**config.mk**
```make
export PLATFORM = sky130hd
export DESIGN_NAME = mem_bus_datapath
export DESIGN_NICKNAME = d
export VERILOG_FILES = /design/src/rtl/mem_bus_datapath.sv
export SDC_FILE = /design/constraint.sdc
export NUM_CORES = 2
export LEC_CHECK = 0
export CAP_MARGIN = 20
export CORE_MARGIN = 4
export CORE_UTILIZATION = 33
export DETAILED_ROUTE_END_ITERATION = 8
export PLACE_DENSITY = 0.59
export REMOVE_ABC_BUFFERS = 1
export SYNTH_ARGS = -nofsm -noshare
export SYNTH_HDL_FRONTEND = slang
export SYNTH_SLANG_ARGS = --single-unit
```
**constraint.sdc**
```tcl
create_clock -name clk -period 34.6 [get_ports clk]
set_input_delay 3.46 -clock clk [delete_from_list [all_inputs] [get_ports clk]]
set_output_delay 3.46 -clock clk [all_outputs]
set_load 0.005 [all_outputs]
```
**src/rtl/mem_bus_datapath.sv**
```systemverilog
// mem_bus_datapath: register file plus MAR/MDR memory port, driven by a command sequencer.
// Each command runs as a short micro-sequence (IDLE -> EXEC -> [MEM -> [WB]] -> IDLE).
module mem_bus_datapath #(
   parameter int WIDTH   = 32,
   parameter int NREGS   = 16,
   parameter int IDX_W   = 4,
   parameter int ADDR_W  = 9,
   parameter int TIMEOUT = 255
) (
   input  logic              clk,
   input  logic              clr,
   input  logic              cmd_valid,
   output logic              cmd_ready,
   input  logic [1:0]        cmd_op,
   input  logic [IDX_W-1:0]  cmd_dst,
   input  logic [IDX_W-1:0]  cmd_src,
   input  logic              cmd_ba,
   input  logic [WIDTH-1:0]  cmd_imm,
   output logic              done,
   output logic              err,
   output logic              mem_req,
   output logic              mem_we,
   output logic [ADDR_W-1:0] mem_addr,
   output logic [WIDTH-1:0]  mem_wdata,
   input  logic [WIDTH-1:0]  mem_rdata,
   input  logic              mem_ack,
   input  logic [IDX_W-1:0]  dbg_sel,
   output logic [WIDTH-1:0]  dbg_data
);
   localparam int CW = $clog2(TIMEOUT + 1);
   localparam logic [IDX_W:0] NR = (IDX_W+1)'(NREGS);
   localparam logic [CW-1:0] LAST = CW'(TIMEOUT - 1);
   typedef enum logic [1:0] {IDLE, EXEC, MEM, WB} state_t;
   state_t r_state, w_next;
   logic [1:0]        r_op;
   logic [IDX_W-1:0]  r_dst, r_src;
   logic              r_ba, r_done, r_err;
   logic [WIDTH-1:0]  r_imm, r_mdr;
   logic [ADDR_W-1:0] r_mar;
   logic [CW-1:0]     r_cnt;
   logic [WIDTH-1:0]  r_regs [NREGS];
   logic [WIDTH-1:0]  w_src, w_base, w_wdata;
   logic              w_tmo, w_we;

   // out-of-range indices read as zero
   function automatic logic [WIDTH-1:0] rd(input logic [IDX_W-1:0] i);
      return ({1'b0, i} < NR) ? r_regs[i] : '0;
   endfunction

   assign cmd_ready = (r_state == IDLE);
   assign mem_req   = (r_state == MEM);
   assign mem_we    = mem_req & r_op[0];
   assign mem_addr  = r_mar;
   assign mem_wdata = r_mdr;
   assign dbg_data  = rd(dbg_sel);
   assign done      = r_done;
   assign err       = r_err;
   assign w_src     = rd(r_src);
   assign w_base    = (r_ba && r_src == '0) ? '0 : w_src;
   assign w_tmo     = mem_req & ~mem_ack & (r_cnt == LAST);
   assign w_we      = ((r_state == EXEC && !r_op[1]) || r_state == WB) && ({1'b0, r_dst} < NR);
   assign w_wdata   = (r_state == WB) ? r_mdr : r_op[0] ? r_imm : w_src;

   always_ff @(posedge clk or posedge clr)
      if (clr) r_state <= IDLE;
      else r_state <= w_next;

   always_comb begin
      w_next = r_state;
      case (r_state)
         IDLE:    w_next = cmd_valid ? EXEC : IDLE;
         EXEC:    w_next = r_op[1] ? MEM : IDLE;
         MEM:     w_next = mem_ack ? (r_op[0] ? IDLE : WB) : (w_tmo ? IDLE : MEM);
         default: w_next = IDLE;
      endcase
   end

   always_ff @(posedge clk or posedge clr)
      if (clr) for (int i = 0; i < NREGS; i++) r_regs[i] <= '0;
      else if (w_we) r_regs[r_dst] <= w_wdata;

   always_ff @(posedge clk or posedge clr)
      if (clr) begin
         r_op   <= '0;
         r_dst  <= '0;
         r_src  <= '0;
         r_ba   <= 1'b0;
         r_imm  <= '0;
         r_mar  <= '0;
         r_mdr  <= '0;
         r_cnt  <= '0;
         r_done <= 1'b0;
         r_err  <= 1'b0;
      end else begin
         r_done <= (r_state == EXEC && !r_op[1]) || r_state == WB || (mem_req && mem_ack && r_op[0]);
         r_err  <= w_tmo;
         if (cmd_valid && cmd_ready) begin
            r_op  <= cmd_op;
            r_dst <= cmd_dst;
            r_src <= cmd_src;
            r_ba  <= cmd_ba;
            r_imm <= cmd_imm;
         end
         if (r_state == EXEC && r_op[1]) begin
            r_mar <= ADDR_W'(w_base + r_imm);
            r_cnt <= '0;
            if (r_op[0]) r_mdr <= rd(r_dst);
         end
         if (mem_req) begin
            if (mem_ack && !r_op[0]) r_mdr <= mem_rdata;
            if (!mem_ack && !w_tmo) r_cnt <= r_cnt + 1'b1;
         end
      end
endmodule

```
Word-level counts from Yosys, hierarchy flattened. Index checks and enable logic that the tools add are counted.

Flip-flop bits (word level): 608. Bits in latches: 0. RAM bits: 0. Memory bits (read-only): 0. Output and inout port bits: 78. Word-level logic and storage cells: 89. Memories kept: 0.

Add/subtract/negate cells: 2. Multiply operators: 0. Div/mod/pow operators: 0. Magnitude comparators: 4. Eq/ne operators: 4. Shift-type cells: 0. Mux-type cells: 28. Bitwise operators: 7. Reduce and logical (&&, ||, !) cells: 17.

Operators with widths (count): bitwise mux 512 bit (1); two-way mux 32 bit (13); binary-select mux 32 bit (select 4 bit) (3); demux 32 bit (select 4 bit) (1); two-way mux 8 bit (3); >= comparator 5 bit, second input constant (3); NOT 4 -> 5 bit (3); adder 9 bit (1); logical AND 1 bit (9); two-way mux 9 bit (1); adder 8 x 1 -> 8 bit, second input constant (1); == test 8 bit, second input constant (1); two-way mux 2 bit (4); one-hot mux 2 bit (3 select lines) (1); < comparator 5 x 1 -> 1 bit, second input constant (1); == test 2 bit, second input constant (2); logical NOT 1 bit (4); logical NOT 4 bit (1); AND 1 bit (3); == test 2 x 1 -> 1 bit, second input constant (1); logical NOT 2 bit (1); logical OR 1 bit (2); two-way mux 1 bit (1); NOT 1 bit (1).

Depth between registers and ports, before layout.
Depth after elaboration: 8. Gate-level depth with buffers: 20. Depth with buffers taken out: 13.

Worst setup path after synthesis. No wires, ideal clock.

Path kind: input to output. From: in dbg_sel[1]. To: out dbg_data[18]. Arrival: 5.293 ns. Setup slack: 25.847 ns. Stages on the path: 4. Buffers on the path: 2. Cells stage by stage: buf_2 -> buf_1 -> mux4_2 -> mux4_2.

Cells in the longest elaborated chain, start to end: 4.

RTL lines: start, declared (RTL line 27) `input logic [IDX_W-1:0] dbg_sel,`; NOT 4 -> 5 bit (implied by the code) (RTL line 47) `return ({1'b0, i} < NR) ? r_regs[i] : '0;`; binary-select mux 32 bit (select 4 bit) (RTL line 47); two-way mux 32 bit (implied by the code) (2 in series) (RTL line 47); end, declared (RTL line 28) `output logic [WIDTH-1:0] dbg_data`.

Every way passes these cells. The select of a mux whose other input is x is not followed.

Final worst setup path.
From: in dbg_sel[0]. To: out dbg_data[16].

The elaborated chain is that of the path after synthesis.

==> flow_summary.ini <==
[status]
status = complete, no violations

[global_route]
first_global_vias = 27150
grtUsageTotal_pct = 22.12
antenna_found_initial = 2
overflow = 0
grt_max_degree = 157
grt_pass1_wl_um = 191300

[logic_synthesis]
synth_cell_types = 59
synthTopCellsByArea = dfrtp_1 (42%), mux4_2 (25%), nand2_1 (12%)
synthFlopType = dfrtp_1
synth_area_um2 = 36250
synth_common_cells = nand2_1 (1116), dfrtp_1 (608), mux4_2 (405), nor2_1 (173), o21ai_0 (139)
yosysSeqAreaShare_pct = 41.97
ys_seq_elements = 608
yosysWarnings = 0
synth_top_area_cell = dfrtp_1
synthCells = 3236
yosysMostFrequentCell = nand2_1
synth-edff-count = 0
synth.avg_cell_area_um2 = 11.20
async_flop_share_pct = 100.0
synth_top_area_share_pct = 41.97

[drt]
wl_per_cell_um = 27.27
via_count = 28320
dr.pass1.iters = 6
ant_nets = 0
drtIter0Drc = 3446
wirelength_um = 128800
drc = 0
viasPerCell = 5.998

[critical_path]
critPathLaunchType = primary input
criticalPathCategory = primary input to primary output
crit_top_cell = mux4_2
worst-path-buf-inv = 3
cp.arrival_ns = 6.84
cp_cell_sequence = clkbuf_8 -> buf_4 -> mux4_2 -> mux4_2 -> clkdlybuf4s50_1
endpoint_kind = primary output
reg2reg_from = r_src[0]$_DFFE_PP0P_
crit_path_start = dbg_sel[0]
max_stage_delay_ns = 0.92
crit_slowest_cell = buf_4
worstPathRequired_ns = 31.14
cpLargestDelayFamily = buffers and inverters
critPathMaxFanout = 76

[layout]
syn_to_final_growth_pct = 13.98
fillCellCount = 10460
nets = 3346
ff_latch_area_um2 = 15240
drive_gt1_share_pct = 22.88
multi_input_area_um2 = 19630
diodes = 0

[cts]
post_cts_resized = 0
clockRootBuffer = clkbuf_16
clock_latency_ns = 0.64
cts_hold_buf = 0
cts_max_level = 3
cts.sinks = 608
clk_path_buf_depth = 3
postCtsSetupBuffers = 0
clk_pin_slew_ns = 0.06
cts_inserted_buffers = 70
cts_tree = built

[placed_design]
gp_congestion = 0.8245
portBuffers = 160
place_hpwl_um = 75390

[timing]
max_freq_mhz = 97.04
final-setup-viol-count = 0
post-route-min-period_ns = 10.30
tightest_slew_ns = 1.100
tns_ns = 0
slew_headroom_pct = 26.68
clock_skew_ns = 0.03127
drv_slew = 0
final_hold_viol_count = 0
rsz0062_at_grt = no
fin_crit_sh_pct = 29.78

[min_path]
holdCritPathClass = register to register
worstHoldStart = mem_addr[0]$_DFFE_PP0P_

[power]
p_per_area_nw_per_um2 = 99.77
power_mw = 4.122
p_leak_nw = 17.87
irDropWorstVdd_v = 0.00006283

[die]
num_rows = 121
pin_count = 161
dieArea_um2 = 115200
core_area_um2 = 109000
fp.dieH_um = 339.4
chipWidth_um = 339.4
initial_core_util_pct = 33.25

[job]
maxCapViolCount = 0
path summary, 6_finish.rpt:
check                                          end  slack, ns  cells after the start
max in group asynchronous  r_regs[140]$_DFFE_PP0P_      28.71                      4
min in group asynchronous       r_cnt[1]$_DFF_PP0_       3.41                      2
setup / recovery                      dbg_data[16]      24.30                      5
hold / removal             mem_addr[0]$_DFFE_PP0P_       0.48                      2
hold reg to reg            mem_addr[0]$_DFFE_PP0P_       0.48                      2
setup reg to reg           mem_addr[7]$_DFFE_PP0P_      29.73                     11
per-stage QoR:
stage | worst slack, ns | area (um^2) | instances | util, % | hold slack, ns
after global routing | 24.03 | 41320 | 4722 | 37.90 | 0.5065
after detailed placement | 24.23 | 38790 | 4590 | 35.59 | 0.4676
after CTS | 24.24 | 41270 | 4718 | 37.86 | 0.4818
final | 24.30 | 41320 | 4722 | 37.90 | 0.4797
after global placement | 24.29 | 38780 | 4589 | 35.58 | 0.4641
after floorplan | 14.12 | 34670 | 2950 | - | 0.4446
worst min-delay path, cell delays in order (launching register included):
cell,delay (ns)
dfrtp_1,0.34
nand2_1,0.05
nand2_1,0.05
report_power, final:
part | switching (mW) | internal [mW] | total [mW] | leakage [nW]
sequential | 0.367 | 1.01 | 1.38 | 7.90
clock | 0.322 | 0.487 | 0.809 | 1.20
combinational | 1.01 | 0.931 | 1.94 | 8.77
total | 1.70 | 2.43 | 4.12 | 17.9
layer usage:
layer	global-route usage (%)	up-vias	wire, um
met2	32.14	1679	56100
met3	6.207	238	14640
met4	6.720	0	4274
met5	0	-	0
li1	-	11760	-
met1	32.16	14640	53740
state kept, by name (all words and copies together) (netlist names):
signal / count
r_op: 2
r_state: 2
r_src: 4
mem_addr: 9
err: 1
r_dst: 4
r_ba: 1
r_imm: 32
r_cnt: 8
done: 1
r_regs: 512
mem_wdata: 32
area by class of cell:
type	count	share of cell area [%]
Multi-Input combinational cell	2337	47.51
Clock buffer	97	4.903
Timing Repair Buffer	230	5.260
Tap cell	1414	4.282
Sequential cell	608	36.89
Inverter	5	0.06359
Clock inverter	31	1.090
logic make-up (layout without fill, tap and decap cells):
logic type	count (synthesis)	count (layout)	share of synthesized area (%)
compound gates	369	369	6.966
xor+xnor	6	6	0.1450
fa+ha+maj	11	11	0.4004
buf+inv	291	363	4.394
flops	608	608	41.97
mux	553	553	30.84
simple gates	1398	1398	15.28
placed cells by master, fill, tap and decap left out, drive strengths merged, types with 28 or more instances in the layout:
cell and n:
a221oi 80, nand2 1117, clkbuf 98, o22ai 43, mux4 434, a21oi 34, buf 73, mux2i 51
mux2 68, clkdlybuf4s50 156, dfrtp 608, o21ai 167, nand3b 28, nor2 173
Power figures use the tool's default switching activity.
